===== src/rtl/bus_arbiter_pkg.sv =====
`default_nettype none
// ============================================================================
// Module      : bus_arbiter_pkg
// Description : Shared definitions for the two-master memory bus arbiter:
//               FSM state encoding, default bus widths shared with the
//               MemoryUnit and CPU, and the timeout response fill value.
// Revision    : 1.0 - initial release
// ============================================================================
package bus_arbiter_pkg;

    // Default bus geometry, shared with MemoryUnit and CPU
    localparam int unsigned BUS_ADDR_W = 27;
    localparam int unsigned BUS_DATA_W = 32;

    // Arbiter FSM encoding
    localparam logic [1:0] ARB_IDLE    = 2'd0;
    localparam logic [1:0] ARB_BUSY    = 2'd1;
    localparam logic [1:0] ARB_RELEASE = 2'd2;

    // A timed-out transaction returns a word with every bit set to this value
    localparam logic TIMEOUT_FILL_BIT = 1'b1;

endpackage
`default_nettype wire


===== src/rtl/bus_arbiter_rr.sv =====
`default_nettype none
// ============================================================================
// Module      : bus_arbiter_rr
// Description : Pure combinational two-way round-robin pick. A lone request
//               wins outright; on a tie the master that was not granted last
//               wins.
// Revision    : 1.0 - initial release
// ============================================================================
module bus_arbiter_rr
    import bus_arbiter_pkg::*;
(
    input  logic [1:0] req,
    input  logic       last,
    output logic       winner,
    output logic       valid
);

    // Select the winning master index from the live request lines
    always_comb begin
        valid  = |req;
        winner = 1'b0;
        case (req)
            2'b01:   winner = 1'b0;
            2'b10:   winner = 1'b1;
            2'b11:   winner = ~last;
            default: winner = 1'b0;
        endcase
    end

endmodule
`default_nettype wire


===== src/rtl/bus_arbiter.sv =====
`default_nettype none
// ============================================================================
// Module      : bus_arbiter
// Description : Two-master arbiter sharing the single MemoryUnit bus port
//               between the CPU (master 0) and a second master (master 1).
//               Transactions are serialised with round-robin fairness, the
//               winning request is latched onto the bus, and the response is
//               routed back to the granted master only.
//               Optional feature macro: BUS_ARBITER_TIMEOUT_EN
//               (forced completion after TIMEOUT_CYCLES in BUSY, adds the
//               sticky timeout_err output).
// Revision    : 1.0 - initial release
// ============================================================================
module bus_arbiter
    import bus_arbiter_pkg::*;
#(
    parameter int unsigned ADDR_W         = BUS_ADDR_W,
    parameter int unsigned DATA_W         = BUS_DATA_W,
    parameter int unsigned TIMEOUT_CYCLES = 1024
) (
    input  logic              clk,
    input  logic              nreset,

    input  logic [ADDR_W-1:0] m0_addr,
    input  logic [DATA_W-1:0] m0_data,
    input  logic              m0_we,
    input  logic              m0_start,
    output logic [DATA_W-1:0] m0_q,
    output logic              m0_done,

    input  logic [ADDR_W-1:0] m1_addr,
    input  logic [DATA_W-1:0] m1_data,
    input  logic              m1_we,
    input  logic              m1_start,
    output logic [DATA_W-1:0] m1_q,
    output logic              m1_done,

    output logic [ADDR_W-1:0] bus_addr,
    output logic [DATA_W-1:0] bus_data,
    output logic              bus_we,
    output logic              bus_start,
    input  logic [DATA_W-1:0] bus_q,
    input  logic              bus_done,

    output logic              grant,
`ifdef BUS_ARBITER_TIMEOUT_EN
    output logic              timeout_err,
`endif
    output logic              busy
);

    logic [1:0]        state_q,     state_d;
    logic              last_q,      last_d;
    logic              grant_q,     grant_d;
    logic [ADDR_W-1:0] bus_addr_q,  bus_addr_d;
    logic [DATA_W-1:0] bus_data_q,  bus_data_d;
    logic              bus_we_q,    bus_we_d;
    logic              bus_start_q, bus_start_d;
    logic [DATA_W-1:0] m0_rdata_q,  m0_rdata_d;
    logic [DATA_W-1:0] m1_rdata_q,  m1_rdata_d;
    logic              m0_done_q,   m0_done_d;
    logic              m1_done_q,   m1_done_d;

    logic              rr_winner;
    logic              rr_valid;
    logic              complete;
    logic [DATA_W-1:0] complete_data;

    bus_arbiter_rr u_rr (
        .req    ({m1_start, m0_start}),
        .last   (last_q),
        .winner (rr_winner),
        .valid  (rr_valid)
    );

`ifdef BUS_ARBITER_TIMEOUT_EN
    localparam int unsigned      TMO_W    = (TIMEOUT_CYCLES > 2) ? $clog2(TIMEOUT_CYCLES) : 1;
    localparam logic [TMO_W-1:0] TMO_LAST = TMO_W'(TIMEOUT_CYCLES - 1);

    logic [TMO_W-1:0] tmo_cnt_q, tmo_cnt_d;
    logic             timeout_err_q, timeout_err_d;
    logic             tmo_hit;

    assign tmo_hit = (state_q == ARB_BUSY) && !bus_done && (tmo_cnt_q == TMO_LAST);

    // Count BUSY cycles from zero on each grant; latch a sticky error on expiry
    always_comb begin
        tmo_cnt_d     = '0;
        timeout_err_d = timeout_err_q;
        if (state_q == ARB_BUSY) begin
            tmo_cnt_d = tmo_cnt_q + TMO_W'(1);
        end
        if (tmo_hit) begin
            timeout_err_d = 1'b1;
        end
    end

    // Timeout counter and sticky error flag
    always_ff @(posedge clk or negedge nreset) begin
        if (!nreset) begin
            tmo_cnt_q     <= '0;
            timeout_err_q <= 1'b0;
        end else begin
            tmo_cnt_q     <= tmo_cnt_d;
            timeout_err_q <= timeout_err_d;
        end
    end

    assign timeout_err = timeout_err_q;
`else
    // The limit is accepted for interface compatibility but has no effect here
    if (TIMEOUT_CYCLES == 0) begin : g_timeout_unused
    end
`endif

    // Decide whether the in-flight transaction finishes this cycle and with what data
    always_comb begin
        complete      = 1'b0;
        complete_data = bus_q;
        if (state_q == ARB_BUSY) begin
            if (bus_done) begin
                complete = 1'b1;
            end
`ifdef BUS_ARBITER_TIMEOUT_EN
            else if (tmo_hit) begin
                complete      = 1'b1;
                complete_data = {DATA_W{TIMEOUT_FILL_BIT}};
            end
`endif
        end
    end

    // Arbiter FSM next-state: grant in IDLE, wait in BUSY, one dead cycle in RELEASE
    always_comb begin
        state_d     = state_q;
        last_d      = last_q;
        grant_d     = grant_q;
        bus_addr_d  = bus_addr_q;
        bus_data_d  = bus_data_q;
        bus_we_d    = bus_we_q;
        bus_start_d = bus_start_q;
        m0_rdata_d  = m0_rdata_q;
        m1_rdata_d  = m1_rdata_q;
        m0_done_d   = 1'b0;
        m1_done_d   = 1'b0;

        case (state_q)
            ARB_IDLE: begin
                if (rr_valid) begin
                    state_d     = ARB_BUSY;
                    grant_d     = rr_winner;
                    last_d      = rr_winner;
                    bus_addr_d  = rr_winner ? m1_addr : m0_addr;
                    bus_data_d  = rr_winner ? m1_data : m0_data;
                    bus_we_d    = rr_winner ? m1_we   : m0_we;
                    bus_start_d = 1'b1;
                end
            end
            ARB_BUSY: begin
                // Master lines are deliberately ignored here: the latched copy drives the bus
                if (complete) begin
                    state_d     = ARB_RELEASE;
                    bus_start_d = 1'b0;
                    if (grant_q) begin
                        m1_rdata_d = complete_data;
                        m1_done_d  = 1'b1;
                    end else begin
                        m0_rdata_d = complete_data;
                        m0_done_d  = 1'b1;
                    end
                end
            end
            ARB_RELEASE: begin
                // Guarantees the MemoryUnit sees bus_start low before the next grant
                state_d = ARB_IDLE;
            end
            default: begin
                state_d     = ARB_IDLE;
                bus_start_d = 1'b0;
            end
        endcase
    end

    // State and output registers; last resets to 1 so master 0 wins the first tie
    always_ff @(posedge clk or negedge nreset) begin
        if (!nreset) begin
            state_q     <= ARB_IDLE;
            last_q      <= 1'b1;
            grant_q     <= 1'b0;
            bus_addr_q  <= '0;
            bus_data_q  <= '0;
            bus_we_q    <= 1'b0;
            bus_start_q <= 1'b0;
            m0_rdata_q  <= '0;
            m1_rdata_q  <= '0;
            m0_done_q   <= 1'b0;
            m1_done_q   <= 1'b0;
        end else begin
            state_q     <= state_d;
            last_q      <= last_d;
            grant_q     <= grant_d;
            bus_addr_q  <= bus_addr_d;
            bus_data_q  <= bus_data_d;
            bus_we_q    <= bus_we_d;
            bus_start_q <= bus_start_d;
            m0_rdata_q  <= m0_rdata_d;
            m1_rdata_q  <= m1_rdata_d;
            m0_done_q   <= m0_done_d;
            m1_done_q   <= m1_done_d;
        end
    end

    assign bus_addr  = bus_addr_q;
    assign bus_data  = bus_data_q;
    assign bus_we    = bus_we_q;
    assign bus_start = bus_start_q;
    assign m0_q      = m0_rdata_q;
    assign m1_q      = m1_rdata_q;
    assign m0_done   = m0_done_q;
    assign m1_done   = m1_done_q;
    assign grant     = grant_q;
    assign busy      = (state_q != ARB_IDLE);

endmodule
`default_nettype wire


===== config.mk =====
export PLATFORM = sky130hd
export DESIGN_NAME = bus_arbiter
export DESIGN_NICKNAME = d
export VERILOG_FILES = /design/src/rtl/bus_arbiter_pkg.sv /design/src/rtl/bus_arbiter_rr.sv /design/src/rtl/bus_arbiter.sv
export SDC_FILE = /design/constraint.sdc
export NUM_CORES = 1
export LEC_CHECK = 0
export ABC_AREA = 1
export BUFFER_PORTS_ARGS = -buffer_cell sky130_fd_sc_hd__buf_4
export CAP_MARGIN = 20
export CORE_MARGIN = 2
export CORE_UTILIZATION = 45
export DETAILED_ROUTE_END_ITERATION = 10
export PLACE_DENSITY = 0.78
export SYNTH_ARGS = -nofsm -noshare
export SYNTH_HDL_FRONTEND = slang
export SYNTH_HIERARCHICAL = 1
export SYNTH_SLANG_ARGS = --single-unit

===== constraint.sdc =====
create_clock -name clk -period 2.7 [get_ports clk]
set_input_delay 0.54 -clock clk [delete_from_list [all_inputs] [get_ports clk]]
set_output_delay 0.54 -clock clk [all_outputs]
set_load 0.01 [all_outputs]

==> impl_summary.md <==
Run status
The flow ran to the end, and the final reports show no timing, DRC or antenna violations.

STA
The highest clock frequency the design can meet is 542 MHz. The total of endpoints with negative setup slack in the final report is 0. The worst-margin pin slew is around 1.0 ns.

The number of failing hold endpoints at the final stage is 0. The final setup skew is about 0.010 ns. Hold timing on the final database bottoms out at a slack of between 0.1 and 0.15 ns. After layout, the worst path uses about two thirds of the clock period. Adding up every negative setup slack in the final design gives 0 ns. Setup repair after global routing left no endpoint under its margin.

Headroom to the max-slew limit came out at between 30% and 40%. The worst path in the final design needs a cycle of roughly 1.8 ns, including I/O delays and setup. The number of pins exceeding their max-slew limit in the final report was 0. The setup slack of the critical path after layout is ~0.85 ns.

Synthesis
Yosys printed 6 warnings. Sorting the synthesized cells by how often they occur yields 494 x sky130_fd_sc_hd__nand2_1, 130 x sky130_fd_sc_hd__dfrtp_1, 66 x sky130_fd_sc_hd__nand4_1, 31 x sky130_fd_sc_hd__clkbuf_1, 12 x sky130_fd_sc_hd__buf_2. A synthesized cell averages a little under 8 um^2. Sorting the synthesized cells by area gives the leading types as sky130_fd_sc_hd__dfrtp_1 55%, sky130_fd_sc_hd__nand2_1 32%, sky130_fd_sc_hd__nand4_1 7.0%, sky130_fd_sc_hd__clkbuf_1 2.0%, sky130_fd_sc_hd__buf_2 1.0%. The prevailing post-synth register cell is sky130_fd_sc_hd__dfrtp_1. Measured against the total synthesized area, the mux share comes to 0%. After synthesis, the largest area contributor takes up a little under three fifths of total cell area. In the synthesized netlist, the number of instances is approximately 760. Counting flops with a built-in enable in the synthesized netlist gives 0. After synthesis the netlist holds a flip-flop and latch count of around 130. The total nets after synthesis is around 900. Summing every instance area after synthesis gives 0.00587 mm^2.

The synthesized netlist devotes 0% of its cell area to adder and majority cells. Summed over all instances, the cell type with the most area after synthesis is sky130_fd_sc_hd__dfrtp_1. The most numerous cell in the Yosys netlist is sky130_fd_sc_hd__nand2_1.

The async set-reset flop share out of synthesis is 100%. Of the total synthesized cell area, the portion taken by AND, OR, NAND and NOR gates is 38.9%. After synthesis, the largest family of logic cells by area is simple AND/OR/NAND/NOR gates.

The share of the yosys chip area belonging to registers is 55.8%. The xor and xnor fraction of the mapped netlist area is 0%. The synthesized-area fraction occupied by ao, oa, aoi and oai cells is less than 1%.

The number of different library cells in the post-synthesis netlist is 15.

Cells and area
Summing all multi-input logic gate instances after layout gives 0.00233 mm^2. The ratio of cells with drive above 1 in the final layout is approximately a third. At the end of the flow, the number of nets in the layout was ~1200. In the final layout, flip-flops and latches occupy 0.00328 mm^2. Relative to the synthesized area, the layout overhead comes to 49.1%.

The filler cells instantiated in the layout total roughly 1000. The repair_antennas step left the layout with diodes totalling 0.

Worst setup path
In this run the worst path has a maximum fanout of 35. The critical path launch point type is a register. Data on the critical path is required at its endpoint by about 2.2 ns. The worst endpoint data arrival time is about 1.3 ns. The class of the most critical setup path is register to primary output. The worst setup path is captured at a primary output.

GRT
Global routing consumed, over all layers together, between 20% and 30% of the routing resources. The initial antenna violation count came to 0. The remaining global-route overflow is 0. The pin count of the biggest net entering global routing is between 60 and 70. The global-route wire length before repair is between 20000 and 30000 um.

The via count of the first global-routing pass is around 5600.

Clock tree
The CTS tree is done. Clock-pin slew was measured on the worst setup and hold paths at roughly 0.060 ns. The root cell of the clock tree is sky130_fd_sc_hd__clkbuf_16. The hold-fix buffer count after cts is 0. Post-CTS repair changed the size of 0 cells. The maximum clock path buffer count is 2. The total CTS buffers is 17. In this run the post-CTS setup repair buffer count came out at 0.

The later pin in the worst-skew pair is clocked with a latency of about 0.4 ns. The H-tree was split into 4 levels. The clock sink count is ~130.

Floorplan
The height of the chip is approximately 120 um. In this run the count of I/O pins placed on the die edge is 286. The area of the core region is ~0.013 mm^2. The number of standard-cell rows in the floorplan is approximately 40. The area of the die is 0.0140 mm^2. For this configuration, the core starts out at a cell density of a little under half.

The x dimension of the die is 118 um.

Min path
The path class of the tightest hold or removal check is input port to async pin.

Placed design
The HPWL after detailed placement is about 12000 um. The worst slack after detailed placement is just over 0.8 ns. The congestion estimate from routability-driven global placement came to just over 0.8. The count of buffers added on input and output ports is between 200 and 300.

Power and ir drop
The power per cell area is 1140 mW/mm^2. The sequential power share is 34.2%. IR analysis of the VDD net gives a maximum drop of between 0.4 and 0.5 mV.

The internal power of the cells is ~6.3 mW. The clock share of power is approximately a quarter. The total net switching power is roughly 3.7 mW.

Net switching is a little under two fifths of the power. The reported leakage power is ~5 nW. Of the total power, combinational logic draws between 40% and 50%.

Flow run
The tool flagged a number of max-cap violations equal to 0.

Drt
Dividing the detail-routed wire length by the instance count gives 15.0 um. For this block, the routed nets add up to 18200 um of wire. The number of design rule violations left after detail routing is 0. The routed via count divided by cell count is about 4.9. Once detail routing completed, the nets flagged for antenna violations numbered 0. The total via count after detailed routing is slightly below 6000. The count of TritonRoute iterations in the first routing pass is 5.

The detailed router finished its first iteration with roughly 440 violations.
-- final timing paths --
path                       cells after the start              startpoint  slack, ns                      end
max in group asynchronous                      2                  nreset       1.94  bus_data[7]$_DFFE_PN0P_
min                                            1                  nreset       0.11     m0_q[24]$_DFFE_PN0P_
max reg2reg                                    5  state_q[1]$_DFFE_PN0P_       1.01  bus_addr[8]$_DFFE_PN0P_
min reg2reg                                    2     m0_q[9]$_DFFE_PN0P_       0.47      m0_q[9]$_DFFE_PN0P_
min in group clk                               3               bus_q[10]       0.40     m1_q[10]$_DFFE_PN0P_
max                                            2       grant$_DFFE_PN0P_       0.85                    grant
-- registers in the layout, indices dropped and copies added, names as in the netlist --
name,flops
state_q,2
grant,1
m0_done,1
m0_q,32
bus_addr,27
bus_data,32
m1_done,1
bus_start,1
last_q,1
bus_we,1
m1_q,32
-- critical path, cell delays in order, from the launching register on --
cell	delay, ns
sky130_fd_sc_hd__dfrtp_1	0.34
sky130_fd_sc_hd__buf_4	0.37
sky130_fd_sc_hd__buf_4	0.20
-- metal layers --
layer	global-route usage [%]	up-vias	wire, um
met5	0	-	0
met4	8.96	0	457
met3	9.94	28	1530
met2	42.1	231	8820
met1	31.9	2694	7350
li1	-	2914	-
-- cell type report --
class | count | area share [%]
flip-flops and latches | 131 | 37.5
multi-input cells | 568 | 26.6
repair buffers | 296 | 25.8
clock buffers | 21 | 5.38
well taps | 172 | 2.46
clock inverters | 10 | 1.77
inverters | 11 | 0.472
-- kinds of logic after synthesis --
family,after synthesis
compound gates,5
flops,131
simple gates,563
buf+inv,64
-- power groups by stage --
stage / Combinational, mW / Clock, mW / Sequential (mW)
global placement: 4.11 / 0 / 3.41
global route: 4.57 / 2.57 / 3.53
floorplan: 1.70 / 0 / 3.77
CTS: 4.19 / 2.47 / 3.42
detailed placement: 4.20 / 0 / 3.40
finish: 4.15 / 2.44 / 3.42
-- layout by cell type, fill, tap and decap left out --
cell type	instances
sky130_fd_sc_hd__a21oi_1	2
sky130_fd_sc_hd__a21oi_4	1
sky130_fd_sc_hd__buf_12	3
sky130_fd_sc_hd__buf_4	293
sky130_fd_sc_hd__bufinv_16	4
sky130_fd_sc_hd__clkbuf_1	1
sky130_fd_sc_hd__clkbuf_16	17
sky130_fd_sc_hd__clkbuf_8	3
sky130_fd_sc_hd__clkinv_2	4
sky130_fd_sc_hd__clkinvlp_4	2
sky130_fd_sc_hd__dfrtp_1	130
sky130_fd_sc_hd__dfstp_2	1
sky130_fd_sc_hd__inv_1	5
sky130_fd_sc_hd__inv_2	6
sky130_fd_sc_hd__nand2_1	494
sky130_fd_sc_hd__nand3_2	1
sky130_fd_sc_hd__nand4_1	66
sky130_fd_sc_hd__nor2_4	1
sky130_fd_sc_hd__o21ai_0	2
sky130_fd_sc_hd__or2_1	1
-- stage by stage --
stage | instance area (um^2) | utilization, % | power, mW | instances
floorplan | 5870 | - | 5.47 | 763
global placement | 8130 | 64.1 | 7.52 | 1178
detailed placement | 8130 | 64.1 | 7.60 | 1178
CTS | 8750 | 69.1 | 10.1 | 1209
global route | 8750 | 69.1 | 10.7 | 1209
finish | 8750 | 69.1 | 10.0 | 1209
(Power assumes the default switching activity.)
